==> src/rtl/bp_io_split_arbiter.sv <==
// bp_io_split_arbiter: shares one IO cmd/resp channel among num_req_p requesters
//   Commands: round-robin arbitration; the grant is locked while cmd_o is backpressured.
//   Responses: return in issue order and are steered to the owner held at the ownership FIFO head.
//   Ports:
//     clk_i, reset_n_i                              clock, async active-low reset
//     cmd_i/cmd_v_i/cmd_ready_and_o                 per-requester command channel
//     cmd_o/cmd_v_o/cmd_ready_and_i                 arbitrated command to serializer
//     resp_i/resp_v_i/resp_ready_and_o              response from serializer
//     resp_o/resp_v_o/resp_ready_and_i              response broadcast, one-hot valid to owner
//     outstanding_o                                 in-flight command count
module bp_io_split_arbiter #(
  parameter int num_req_p     = 4,
  parameter int msg_width_p   = 96,
  parameter int outstanding_p = 4
) (
  input  logic                                 clk_i,
  input  logic                                 reset_n_i,
  input  logic [num_req_p*msg_width_p-1:0]     cmd_i,
  input  logic [num_req_p-1:0]                 cmd_v_i,
  output logic [num_req_p-1:0]                 cmd_ready_and_o,
  output logic [msg_width_p-1:0]               cmd_o,
  output logic                                 cmd_v_o,
  input  logic                                 cmd_ready_and_i,
  input  logic [msg_width_p-1:0]               resp_i,
  input  logic                                 resp_v_i,
  output logic                                 resp_ready_and_o,
  output logic [msg_width_p-1:0]               resp_o,
  output logic [num_req_p-1:0]                 resp_v_o,
  input  logic [num_req_p-1:0]                 resp_ready_and_i,
  output logic [$clog2(outstanding_p+1)-1:0]   outstanding_o
);
  localparam int rw_lp = $clog2(num_req_p);
  localparam int pw_lp = (outstanding_p > 1) ? $clog2(outstanding_p) : 1;
  localparam int cw_lp = $clog2(outstanding_p + 1);
  typedef enum logic {e_idle, e_lock} state_e;
  state_e state_q, state_d;
  logic [rw_lp-1:0] prio_q, prio_d, lock_q, lock_d, grant, rr_grant, idx, owner;
  logic [pw_lp-1:0] wr_q, wr_d, rd_q, rd_d;
  logic [cw_lp-1:0] cnt_q, cnt_d;
  logic [rw_lp-1:0] own_q [outstanding_p];
  logic full, empty, cmd_hs, resp_hs, rr_found;
  // first valid requester at or after prio, wrapping
  always_comb begin
    rr_grant = prio_q;
    rr_found = 1'b0;
    idx = '0;
    for (int i = 0; i < num_req_p; i++) begin
      idx = rw_lp'((int'(prio_q) + i) % num_req_p);
      if (!rr_found && cmd_v_i[idx]) begin
        rr_grant = idx;
        rr_found = 1'b1;
      end
    end
  end
  assign full  = cnt_q == cw_lp'(outstanding_p);
  assign empty = cnt_q == '0;
  assign grant = (state_q == e_lock) ? lock_q : rr_grant;
  // outputs are gated by reset so they read 0 while reset is held
  assign cmd_v_o         = reset_n_i & cmd_v_i[grant] & ~full;
  assign cmd_o           = reset_n_i ? cmd_i[grant*msg_width_p +: msg_width_p] : '0;
  assign cmd_hs          = cmd_v_o & cmd_ready_and_i;
  assign cmd_ready_and_o = num_req_p'(cmd_hs) << grant;
  assign owner            = own_q[rd_q];
  assign resp_o           = resp_i;
  assign resp_ready_and_o = resp_ready_and_i[owner] & ~empty;
  assign resp_v_o         = num_req_p'(resp_v_i & ~empty) << owner;
  assign resp_hs          = resp_v_i & resp_ready_and_o;
  assign outstanding_o    = cnt_q;
  always_comb begin
    state_d = state_q;
    lock_d  = lock_q;
    prio_d  = prio_q;
    if (cmd_hs) prio_d = (grant == rw_lp'(num_req_p - 1)) ? '0 : grant + 1'b1;
    if (state_q == e_idle && cmd_v_o && !cmd_ready_and_i) lock_d = grant;
    state_d = cmd_hs ? e_idle
            : (state_q == e_idle && cmd_v_o) ? e_lock
            : (state_q == e_lock && !cmd_v_i[lock_q]) ? e_idle
            : state_q;
  end
  always_comb begin
    wr_d  = cmd_hs ? ((wr_q == pw_lp'(outstanding_p - 1)) ? '0 : wr_q + 1'b1) : wr_q;
    rd_d  = resp_hs ? ((rd_q == pw_lp'(outstanding_p - 1)) ? '0 : rd_q + 1'b1) : rd_q;
    cnt_d = cnt_q + cw_lp'(cmd_hs) - cw_lp'(resp_hs);
  end
  always_ff @(posedge clk_i or negedge reset_n_i) begin
    if (!reset_n_i) begin
      state_q <= e_idle;
      lock_q  <= '0;
      prio_q  <= '0;
      wr_q    <= '0;
      rd_q    <= '0;
      cnt_q   <= '0;
    end else begin
      state_q <= state_d;
      lock_q  <= lock_d;
      prio_q  <= prio_d;
      wr_q    <= wr_d;
      rd_q    <= rd_d;
      cnt_q   <= cnt_d;
    end
  end
  // ownership storage needs no reset: entries are only read below cnt_q
  always_ff @(posedge clk_i) begin
    if (cmd_hs) own_q[wr_q] <= grant;
  end
  assert property (@(posedge clk_i) disable iff (!reset_n_i) !(resp_v_i && empty))
    else $error("resp_v_i with no outstanding command");
  assert property (@(posedge clk_i) disable iff (!reset_n_i) !(state_q == e_lock && !cmd_v_i[lock_q]))
    else $error("locked requester dropped cmd_v_i");
endmodule

==> config.mk <==
export PLATFORM = sky130hd
export DESIGN_NAME = bp_io_split_arbiter
export DESIGN_NICKNAME = d
export VERILOG_FILES = /design/src/rtl/bp_io_split_arbiter.sv
export SDC_FILE = /design/constraint.sdc
export NUM_CORES = 1
export LEC_CHECK = 0
export ABC_AREA = 1
export BUFFER_PORTS_ARGS = -buffer_cell sky130_fd_sc_hd__clkbuf_2
export CAP_MARGIN = 30
export CORE_AREA = 3 3 273 275
export DETAILED_ROUTE_END_ITERATION = 10
export DIE_AREA = 0 0 276 278
export SYNTH_ARGS = -nofsm -noshare
export SYNTH_HDL_FRONTEND = slang
export SYNTH_SLANG_ARGS = --single-unit
export TNS_END_PERCENT = 1
==> constraint.sdc <==
create_clock -name clk_i -period 4.48 [get_ports clk_i]
set_clock_uncertainty 0.2 [all_clocks]
set_input_delay 0.224 -clock clk_i [delete_from_list [all_inputs] [get_ports clk_i]]
set_output_delay 0.224 -clock clk_i [all_outputs]
set_load 0.05 [all_outputs]
# Yosys cells after proc, flatten, opt, wreduce, memory -nomap -nowiden
# Memories as Yosys holds them, arrays and structs flattened.
# Index checks and enable logic that the tools add are counted.
[totals] word_cells=83 memories=1 ramBits=8 register_bits=12 in_bits=492 output_inout_bits=205
[memory_table] memory="own_q" depth=4 width=2 rd=1 rd_clocked_by_memory_dff=0 write_ports=1 line_no="40" text="logic [rw_lp-1:0] own_q [outstanding_p];"
[op_classes] n_eq_ne=4 mux=30 order_cmp=7 shift=3 n_addsub=8 n_reduce_logical=13 n_mul=1 bitwise=10
[ops] op="$shiftx A384 B10 Y96" n=1
[ops] op="$mux W96" n=1
[ops] op="$lt A2 B3 Y1 const B" n=7
[ops] op="$mux W1" n=15
[ops] op="$bmux W1 S2" n=7
[ops] op="$mux W2" n=7
[ops] op="$add A2 B1 Y2 const B" n=4
[ops] op="$eq A2 B2 Y1 const B" n=3
[ops] op="$logic_and A1 B1 Y1" n=6
[ops] op="$and A1 B1 Y1" n=5
[ops] op="$logic_not A1 Y1" n=5
[ops] op="$add A2 B2 Y2 const B" n=2
[ops] op="$and A1 B4 Y4" n=1
[ops] op="$mul A2 B2 Y4 const B" n=1
[ops] op="$not A1 Y4" n=1
[ops] op="$shl A1 B2 Y4" n=1
[ops] op="$shl A4 B2 Y4" n=1
[ops] op="$add A3 B1 Y3" n=1
[ops] op="$eq A3 B3 Y1 const B" n=1
[ops] op="$logic_not A3 Y1" n=1
[ops] op="$not A1 Y1" n=3
[ops] op="$reduce_bool A3 Y1" n=1
[ops] op="$sub A3 B1 Y3" n=1

# Depth between registers and ports, before layout
# Gate-level depths: netlist (run 1).
[depth] ltp_word=20 depth_mapped=24 depth_no_buf=24

# Worst setup path before layout (run 1)
# No wires, ideal clock.
[synth_timing] path_type="reg2reg" from="register prio_q[0]" to="register cnt_q[2] (netlist: outstanding_o[2])" required_ns=4.134 arrival_ns=2.861 slack_ns=1.273 synth_period_minus_slack_ns=3.207 n_path_buf=1 path_stages_with_launch=22 setup_ns=0.146 path_cell_list="dfrtp_1 > buf_6 > nand2_1 > nand3_1 > nand2_2 > nand2_2 > nor2_1 > nand2_1 > nand2_1 > inv_1 > a21oi_2 > nand3_1 > nand2_1 > nand2_1 > nor2_2 > inv_1 > ha_1 > inv_1 > ha_1 > fa_1 > xnor2_1 > xor2_1"
[synth_via] elab_chain_cells=20 word_cells_on_any_way=31 cone_classes="add/sub (5); mux (17); bitwise (3); reduce/logical (6)"
[synth_lines] item="start, declared" line_no="37" text="logic [rw_lp-1:0] prio_q, prio_d, lock_q, lock_d, grant, rr_grant, idx, owner;"
[synth_lines] item="start signal, assigned" line_no="96" text="prio_q <= prio_d;"
[synth_lines] item="branches (longest 11 deep; another with $add A2 B1 Y2)"
[synth_lines] item="$mux W2 *" line_no="49" text="if (!rr_found && cmd_v_i[idx]) begin"
[synth_lines] item="$mux W2 *" line_no="57" text="assign grant = (state_q == e_lock) ? lock_q : rr_grant;"
[synth_lines] item="$bmux W1 S2 *" line_no="59" text="assign cmd_v_o = reset_n_i & cmd_v_i[grant] & ~full;"
[synth_lines] item="$mux W1 (implied by the code) *" line_no="59"
[synth_lines] item="$and A1 B1 Y1 * (2 in series)" line_no="59"
[synth_lines] item="$and A1 B1 Y1 *" line_no="61" text="assign cmd_hs = cmd_v_o & cmd_ready_and_i;"
[synth_lines] item="$add A3 B1 Y3 *" line_no="83" text="cnt_d = cnt_q + cw_lp'(cmd_hs) - cw_lp'(resp_hs);"
[synth_lines] item="$sub A3 B1 Y3 *" line_no="83"
[synth_lines] item="via cnt_d[2]" line_no="39" text="logic [cw_lp-1:0] cnt_q, cnt_d;"
[synth_lines] item="end signal, assigned" line_no="99" text="cnt_q <= cnt_d;"
[synth_lines] item="end, declared" line_no="39"
# Mark *: on every way through the listed nets, which the timed path passes. The select of a mux whose other input is x is not followed.
# A chain may end at the register's enable or synchronous reset.

# Final worst setup path (run 1)
[layout_timing] from="register prio_q[0]" to="output cmd_o[58]"
[layout_via] elab_chain_cells=16 word_cells_on_any_way=27 cone_classes="add/sub (3); mul (1); shift (1); mux (16); reduce/logical (6)"
[layout_lines] item="branches (longest 11 deep; another with $add A2 B1 Y2)"
[layout_lines] item="$mux W2 *" line_no="49"
[layout_lines] item="$mux W2 *" line_no="57"
[layout_lines] item="$mul A2 B2 Y4 *" line_no="60" text="assign cmd_o = reset_n_i ? cmd_i[grant*msg_width_p +: msg_width_p] : '0;"
[layout_lines] item="$shiftx A384 B10 Y96 *" line_no="60"
[layout_lines] item="$mux W96 *" line_no="60"
[layout_lines] item="end, declared" line_no="21" text="output logic [msg_width_p-1:0] cmd_o,"
# Every way passes the cells marked *. The select of a mux whose other input is x is not followed.

==> impl_metrics.csv, run 1 <==
group,metric,value,unit
cts,cts.htree.levels,1,
placement,port_buffers,504,
floorplan,design.core.area,72600,um^2
worst_setup_path,path_cells,"inv_2 > nand2_1 > nand3_1 > nand2_2 > nand2_2 > clkinv_1 > nand2_1 > nand2_1 > nand2_1 > nand2_2 > nand2_8 > inv_6 > buf_4 > nor2_1 > nor2_1 > o21ai_0 > a21oi_1 > clkbuf_2",
power_and_ir_drop,p_int,0.00292,W
cts,cts.sinks,20,
power_and_ir_drop,power_frac_clock,1.9,%
power_and_ir_drop,swShare,69.6,%
synthesis,ys_types,31,
power_and_ir_drop,power_density,1150,nW/um^2
worst_setup_path,start_kind,"flop",
timing,hold_viol_final,0,
worst_setup_path,reg2reg_slack,0.70,ns
timing,layout_min_cycle_time,3.83,ns
power_and_ir_drop,p_leak,4.04,nW
global_route,grt_pass1_vias,7068,
global_route,grt-ovfl-total,0,
worst_setup_path,cp_common_cell,"nand2_1",
worst_setup_path,cp_max_fo,49,
timing,min_period_over_period,85.5,%
timing,worst_pin_slew,0.683,ns
worst_setup_path,required,4.06,ns
cts,cts_root_buffer,"clkbuf_16",
finish,syn2layout_area_growth,53.8,%
finish,nets,1813,
drt,vias_per_cell,3.40,
synthesis,synth_top_cells_by_count,"nor2_1, o21ai_0, buf_4, a21oi_1, o21bai_1",
cts,clk_pin_slew,0.05,ns
floorplan,start_util,7.50,%
worst_setup_path,crit_slowest_cell,"dfrtp_1",
synthesis,yosys.area.top_type,"buf_4",
worst_setup_path,cp.arrival,3.41,ns
timing,rsz0062_at_grt,"false",
synthesis,synth_seq_cells,20,
synthesis,synth_flop_cell,"dfrtp_1",
synthesis,yosysTopAreaCellShare,15.4,%
synthesis,synth-edff-count,8,
cts,numCtsBuffers,3,
drt,ant_nets,0,
power_and_ir_drop,peakVddDrop,1740,uV
finish,final.fill_count,8593,
finish,ff_latch_area,541,um^2
timing,setup_viol,0,
timing,max_freq,0.261,GHz
synthesis,syn_nets,1454,
timing,finalMaxSlewViolations,0,
drt,vias,7738,
global_route,grt_pass1_wl,46100,um
floorplan,dieArea,76700,um^2
placement,place_congestion,0.845,
outcome,status,"completed",
drt,drc,0,
power_and_ir_drop,switchingPower,0.00668,W
floorplan,ios,697,
worst_setup_path,end_kind,"output port",
global_route,grt.total_usage,8.02,%
synthesis,async_reset_ff_share,60.0,%
floorplan,rows,99,
synthesis,synth_warnings,0,
cts,tritoncts,"yes",
hold_path,hold_class,"input port to flop",
drt,drt_iter0_drc,413,
timing,final.setup.tns,0,ns
synthesis,synthCells,954,
drt,postRouteWirelength,33700,um
placement,dp_hpwl,28700,um
timing,setup_ws,0.648,ns
global_route,antenna_found_initial,20,
finish,multi_input_area,3670,um^2
synthesis,synth_area,5440,um^2
timing,max_slew_margin,54.4,%
synthesis,yosysMostFrequentCell,"nor2_1",
cts,clk_latency,0.25,ns
worst_setup_path,max_stage_delay,0.55,ns
placement,place_ws,0.720,ns
job,cap_violations,0,
cts,cts_buffer_depth,2,
global_route,grt_start_max_net_pins,110,
synthesis,yosys-top-cells-area,"buf_4, nor2_1, o21bai_1",
finish,drive_above_1_share,41.2,%
power_and_ir_drop,combPwrFrac,94.4,%
cts,postCtsSetupRepairBufs,0,
synthesis,yosysSeqAreaShare,9.93,%
drt,first_pass_iters,5,
synthesis,avgSynthCellArea,5.71,um^2
floorplan,die_x,276,um
power_and_ir_drop,seqPwrFrac,3.8,%
drt,wl_per_cell,14.8,um
floorplan,die_height,278,um
worst_setup_path,critPathKind,"flop to output port",
==> critical path: cells and delay by family (launching register included) <==
family | cells | cell delay [ns]
and+or+nand+nor | 11 | 0.95
DFF | 1 | 0.55
buffers and inverters | 5 | 1.18
AOI/OAI and AO/OA | 2 | 0.44
==> timing repair <==
action | in CTS | in global routing
gates resized for setup | 0 | 0
hold buffers | 1 | 0
endpoints found under the hold margin | 12 | 0
==> cells by family after synthesis <==
group                    share of synthesized area [%]
buffers and inverters                             22.9
AND/OR/NAND/NOR                                   22.8
XOR/XNOR                                         0.483
flip-flops                                        9.93
adder cells (fa/ha/maj)                           1.98
AO/OA/AOI/OAI                                     41.8
==> worst paths after layout <==
kind / from / end / depth (start not counted)
max: prio_q[0] / cmd_o[58] / 18
min: cmd_ready_and_i / lock_q[0] / 4
max reg2reg: prio_q[0] / outstanding_o[2] / 22
min reg2reg: lock_q[1] / lock_q[1] / 2
max in group asynchronous: reset_n_i / prio_q[1] / 2
min in group asynchronous: reset_n_i / rd_q[0] / 2
==> sequential cells by signal (all words and copies together) (netlist names) <==
signal / cells
lock_q: 2
rd_q: 2
prio_q: 2
wr_q: 2
own_q: 8
outstanding_o: 3
state_q: 1
==> power by group through the flow <==
| stage | registers (W) | clock network, W | logic, W |
|---|---|---|---|
| floorplan | 0.000385 | 0 | 0.00714 |
| global placement | 0.000362 | 0 | 0.00905 |
| detailed placement | 0.000363 | 0 | 0.00909 |
| CTS | 0.000360 | 0.000182 | 0.00911 |
| global route | 0.000372 | 0.000188 | 0.00987 |
| finish | 0.000361 | 0.000180 | 0.00906 |
==> cell usage in the layout (no fill, tap or decap), types with 7 or more instances in the layout <==
master    synthesis  routed
clkbuf_2          0     504
nor2_1          212     212
o21ai_0         143     143
a21oi_1          99      99
o21bai_1         96      96
nand2_1          78      78
o21ai_1          61      61
inv_1            28      28
buf_4           112      15
nand3_1          13      13
dfrtp_1          12      12
edfxtp_1          8       8
diode_2           0       7
ha_1              7       7
==> metal layers <==
layer  up-vias  global-route usage [%]  part of all wire [%]
met5         -                       0                  0.23
li1       3837                       -                     -
met2       481                    12.2                    43
met3        70                    3.93                    15
met1      3336                    9.78                    38
met4        14                    2.91                   3.6
==> cell type report <==
cell class | instances | share of cell area, %
repair buffers | 525 | 32.6
inverters | 33 | 1.57
flip-flops and latches | 20 | 6.46
multi-input cells | 730 | 43.8
clock buffers | 3 | 0.897
well taps | 959 | 14.3
clock inverters | 1 | 0.0448
diodes | 7 | 0.209
==> per-stage QoR <==
stage / instances / power (W) / area (um^2) / hold slack, ns / utilization (%)
2_1_floorplan: 954 / 0.00753 / 5440 / -0.272 / -
3_3_place_gp: 2265 / 0.00941 / 8260 / -0.0412 / 11.4
3_5_place_dp: 2265 / 0.00945 / 8260 / -0.0407 / 11.4
4_1_cts: 2270 / 0.00965 / 8350 / 0.120 / 11.5
5_1_grt: 2273 / 0.0104 / 8360 / 0.145 / 11.5
6_report: 2278 / 0.00960 / 8370 / 0.122 / 11.5
No activity file was read; power rests on OpenSTA's default activity.
==> inputs of run 2 (changes only) <==
- PLACE_DENSITY: not set -> 0.3
- RECOVER_POWER: not set -> 50
==> run 2 against run 1 <==
Against the previous run:
- global-route usage rose by 0.71 points
- worst setup slack got worse by 0.18 ns
- sequential share of layout area barely moved
- routed wire length rose by 7.5%
- register-to-register slack got worse by 0.09 ns
- first-iteration DRC count fell by 11%
- design area rose by 0.67%
- die area did not move
- count of clock-buffer cells in the layout did not move
- via count rose by 0.37%
- non-clock buffer count rose by 9
==> impl_metrics.csv, run 2 (synthesis gave the netlist of run 1 again) <==
group,metric,value,unit
cts,cts.sinks,20,
drt,first_pass_iters,5,
cts,cts.htree.levels,1,
drt,drc,0,
global_route,grt_pass1_vias,7863,
finish,largest_register_ffs,8,
worst_setup_path,path_cells,"inv_2 > nand2_1 > nand3_1 > nand2_2 > nand2_2 > clkinv_1 > nand2_1 > nand2_1 > nand2_1 > nand2_2 > nand2_8 > inv_6 > buf_12 > o21ai_0 > o21bai_1 > a21oi_1 > clkbuf_2",
global_route,grt.total_usage,8.72,%
floorplan,design.core.area,72600,um^2
cts,tritoncts,"yes",
cts,clk_latency,0.26,ns
global_route,grt-ovfl-total,0,
worst_setup_path,cp_max_fo,60,
timing,layout_min_cycle_time,4.02,ns
outcome,status,"completed",
timing,rsz0062_at_grt,"false",
placement,port_buffers,504,
drt,ant_nets,0,
floorplan,rows,99,
placement,place_congestion,0.845,
finish,syn2layout_area_growth,54.9,%
worst_setup_path,required,4.06,ns
cts,cts_buffer_depth,2,
timing,min_period_over_period,89.6,%
drt,vias_per_cell,3.40,
floorplan,die_x,276,um
timing,worst_pin_slew,0.941,ns
timing,finalMaxSlewViolations,0,
worst_setup_path,reg2reg_slack,0.61,ns
worst_setup_path,cp_common_cell,"nand2_1",
worst_setup_path,crit_slowest_cell,"dfrtp_1",
worst_setup_path,start_kind,"flop",
worst_setup_path,max_stage_delay,0.56,ns
drt,drt_iter0_drc,369,
floorplan,ios,697,
floorplan,die_height,278,um
hold_path,hold_class,"input port to flop",
timing,hold_viol_final,0,
finish,drive_above_1_share,41.0,%
drt,vias,7767,
finish,layout_commonest_cell,"clkbuf_2",
finish,final_cell_mix,"clkbuf_2, nor2_1, o21ai_0",
floorplan,start_util,7.50,%
timing,max_freq,0.249,GHz
cts,ctsHoldBuffers,1,
cts,clk_pin_slew,0.06,ns
drt,postRouteWirelength,36200,um
drt,wl_per_cell,15.9,um
timing,max_slew_margin,37.2,%
worst_setup_path,cp.arrival,3.59,ns
worst_setup_path,end_kind,"output port",
cts,numCtsBuffers,3,
global_route,grt_start_max_net_pins,82,
finish,nets,1822,
finish,largest-register,"own_q",
cts,postCtsResizedCells,0,
global_route,grt_pass1_wl,51000,um
placement,dp_hpwl,30500,um
cts,cts_root_buffer,"clkbuf_16",
cts,postCtsSetupRepairBufs,0,
global_route,antenna_found_initial,8,
worst_setup_path,critPathKind,"flop to output port",
timing,final.setup.tns,0,ns
job,cap_violations,0,
floorplan,dieArea,76700,um^2
timing,setup_viol,0,
==> run 2: metal layers <==
layer  part of all wire [%]  vias up  GRT usage, %  wire [um]
li1                       -     3850             -          -
met1                     43     3476          11.1      15800
met2                     45      372          13.9      16200
met3                    8.1       61          2.65       2930
met4                    3.6        8          3.21       1310
met5                   0.14        -             0         49
==> run 2: path summary, 6_finish.rpt <==
check	startpoint	end	depth (start not counted)
max	prio_q[0]	cmd_o[24]	17
max reg2reg	prio_q[0]	outstanding_o[2]	21
max in group asynchronous	reset_n_i	wr_q[1]	2
min reg2reg	lock_q[1]	lock_q[1]	2
min	cmd_ready_and_i	lock_q[0]	4
min in group asynchronous	reset_n_i	outstanding_o[1]	2
==> run 2: area by class of cell <==
| class | count | area (um^2) |
|---|---|---|
| Timing Repair Buffer | 534 | 2770 |
| Clock buffer | 3 | 75.1 |
| Fill cell | 8747 | 64200 |
| Antenna cell | 3 | 7.51 |
| Multi-Input combinational cell | 730 | 3670 |
| Tap cell | 959 | 1200 |
| Clock inverter | 1 | 30.0 |
| Inverter | 33 | 131 |
| Sequential cell | 20 | 541 |
==> run 2: critical path: cells and delay by family (launching register included) <==
family	cells	cell delay, ns
compound gates	3	0.62
buf+inv	5	1.23
flops	1	0.56
simple gates	9	0.86
==> run 2: stage by stage <==
| step | cell area, um^2 | utilization, % | hold slack, ns | setup WS (ns) | cells |
|---|---|---|---|---|---|
| 4_1_cts | 8440 | 11.6 | 0.120 | 0.429 | 2280 |
| 5_1_grt | 8420 | 11.6 | 0.157 | 0.0852 | 2280 |
| 6_report | 8430 | 11.6 | 0.126 | 0.464 | 2283 |
| 2_1_floorplan | 5440 | - | -0.272 | 1.27 | 954 |
| 3_5_place_dp | 8320 | 11.5 | -0.00646 | 0.603 | 2275 |
| 3_3_place_gp | 8320 | 11.5 | -0.0105 | 0.605 | 2275 |
Power of run 2 is left out: the tool's default activity adds up to more than one toggle a clock period on the data nets, which glitch-free logic cannot reach.
==> inputs of run 3 (changes only) <==
- BUFFER_PORTS_ARGS: -buffer_cell sky130_fd_sc_hd__clkbuf_2 -> not set
- CORE_AREA: 3 3 273 275 -> 3 3 271 273
- DIE_AREA: 0 0 276 278 -> 0 0 274 276
- DONT_BUFFER_PORTS: not set -> 1
==> run 3 against run 2 <==
Against the previous run:
- design area is 22% lower
- routed wire length down 15%
- worst hold slack worse by 0.11 ns
- largest cell class unchanged
==> impl_metrics.csv, run 3 (synthesis gave the netlist of run 1 again) <==
group,metric,value,unit
floorplan,die_x,274,um
finish,fin_util,9.25,%
hold_path,hold_class,"input port to flop",
cts,tritoncts,"yes",
placement,place_congestion,0.870,
cts,cts.htree.levels,1,
timing,setup_viol,0,
finish,largest_register_ffs,8,
drt,drc,0,
timing,layout_min_cycle_time,4.00,ns
global_route,antenna_found_initial,13,
worst_setup_path,start_kind,"flop",
worst_setup_path,cp.arrival,3.58,ns
timing,worst_pin_slew,0.948,ns
cts,postCtsSetupRepairBufs,0,
timing,finalMaxSlewViolations,0,
floorplan,dieArea,75600,um^2
drt,postRouteWirelength,30700,um
drt,drt_iter0_drc,360,
drt,first_pass_iters,5,
placement,port_buffers,0,
global_route,grt_pass1_wl,42200,um
placement,dp_hpwl,25600,um
worst_setup_path,required,4.06,ns
finish,layout_commonest_cell,"nor2_1",
floorplan,ios,697,
floorplan,design.core.area,71400,um^2
finish,final_cell_area,6600,um^2
drt,vias,6330,
cts,cts_root_buffer,"clkbuf_16",
finish,nets,1409,
timing,hold_slack,0.0211,ns
finish,final.fill_count,8486,
finish,syn2layout_area_growth,21.3,%
cts,cts.sinks,20,
finish,largest-register,"own_q",
worst_setup_path,critPathKind,"flop to output port",
job,cap_violations,0,
drt,ant_nets,0,
global_route,grt_pass1_vias,6130,
timing,rsz0062_at_grt,"false",
timing,max_slew_margin,36.4,%
cts,clk_pin_slew,0.06,ns
timing,max_freq,0.250,GHz
cts,numCtsBuffers,3,
timing,final.setup.tns,0,ns
floorplan,die_height,276,um
worst_setup_path,cp_max_fo,59,
worst_setup_path,reg2reg_slack,0.66,ns
timing,hold_viol_final,0,
cts,clk_latency,0.25,ns
global_route,grt_start_max_net_pins,112,
outcome,status,"completed",
timing,min_period_over_period,89.4,%
placement,dpl_cell_area,6480,um^2
worst_setup_path,end_kind,"output port",
cts,cts_buffer_depth,2,
floorplan,start_util,7.63,%
finish,final_cell_mix,"nor2_1, o21ai_0, buf_4",
floorplan,rows,98,
global_route,grt-ovfl-total,0,
drt,wl_per_cell,16.5,um
global_route,grt.total_usage,7.41,%
finish,drive_above_1_share,15.1,%
drt,vias_per_cell,3.40,
==> run 3: cell count changes in the layout (fill, tap and decap cells not counted), sizes merged <==
cell | before | now
buf | 28 | 120
clkbuf | 508 | 3
==> run 3: worst paths after layout <==
check / from / to / cells after the start
setup reg to reg: prio_q[0] / outstanding_o[2] / 23
hold / removal: cmd_ready_and_i / lock_q[1] / 3
max in group asynchronous: reset_n_i / wr_q[1] / 1
hold reg to reg: lock_q[1] / lock_q[1] / 2
setup / recovery: prio_q[0] / cmd_o[2] / 17
min in group asynchronous: reset_n_i / outstanding_o[1] / 1
==> run 3: worst max-delay path, cell delays in order (launching register included) <==
cell	delay, ns
dfrtp_1	0.56
inv_2	0.16
nand2_1	0.13
nand3_1	0.08
nand2_1	0.16
nand2_2	0.08
clkinv_1	0.05
nand2_1	0.05
nand2_1	0.07
nand2_1	0.06
nand2_2	0.14
nand2_8	0.17
inv_6	0.34
buf_12	0.27
o21ai_0	0.11
o21bai_1	0.18
a21oi_1	0.34
buf_4	0.28
==> run 3: metrics by stage <==
stage	worst slack (ns)	std cells
3_3_place_gp	0.704	1850
2_1_floorplan	1.27	954
4_1_cts	0.481	1858
6_report	0.476	1861
3_5_place_dp	0.725	1853
5_1_grt	0.126	1861
==> run 3: metal layers <==
metal | share of wire [%] | global-route usage [%] | up-vias
met2 | 47 | 12.3 | 393
met1 | 41 | 9.37 | 2867
li1 | - | - | 3019
met5 | 0.11 | 0 | -
met3 | 9.9 | 1.81 | 47
met4 | 2.7 | 2.33 | 4
==> run 3: final cells by class <==
cell class | count | area, um^2 | area share (%)
repair buffers | 121 | 958 | 14.5
diodes | 3 | 7.51 | 0.114
flip-flops and latches | 20 | 541 | 8.19
clock inverters | 1 | 30.0 | 0.455
well taps | 950 | 1190 | 18.0
multi-input cells | 730 | 3670 | 55.6
inverters | 33 | 131 | 1.99
clock buffers | 3 | 75.1 | 1.14
==> run 3: timing repair <==
action	CTS	global route
hold endpoints to repair	12	0
gates resized for setup	0	0
hold buffers	1	0
Power of run 3 is left out for the same reason.
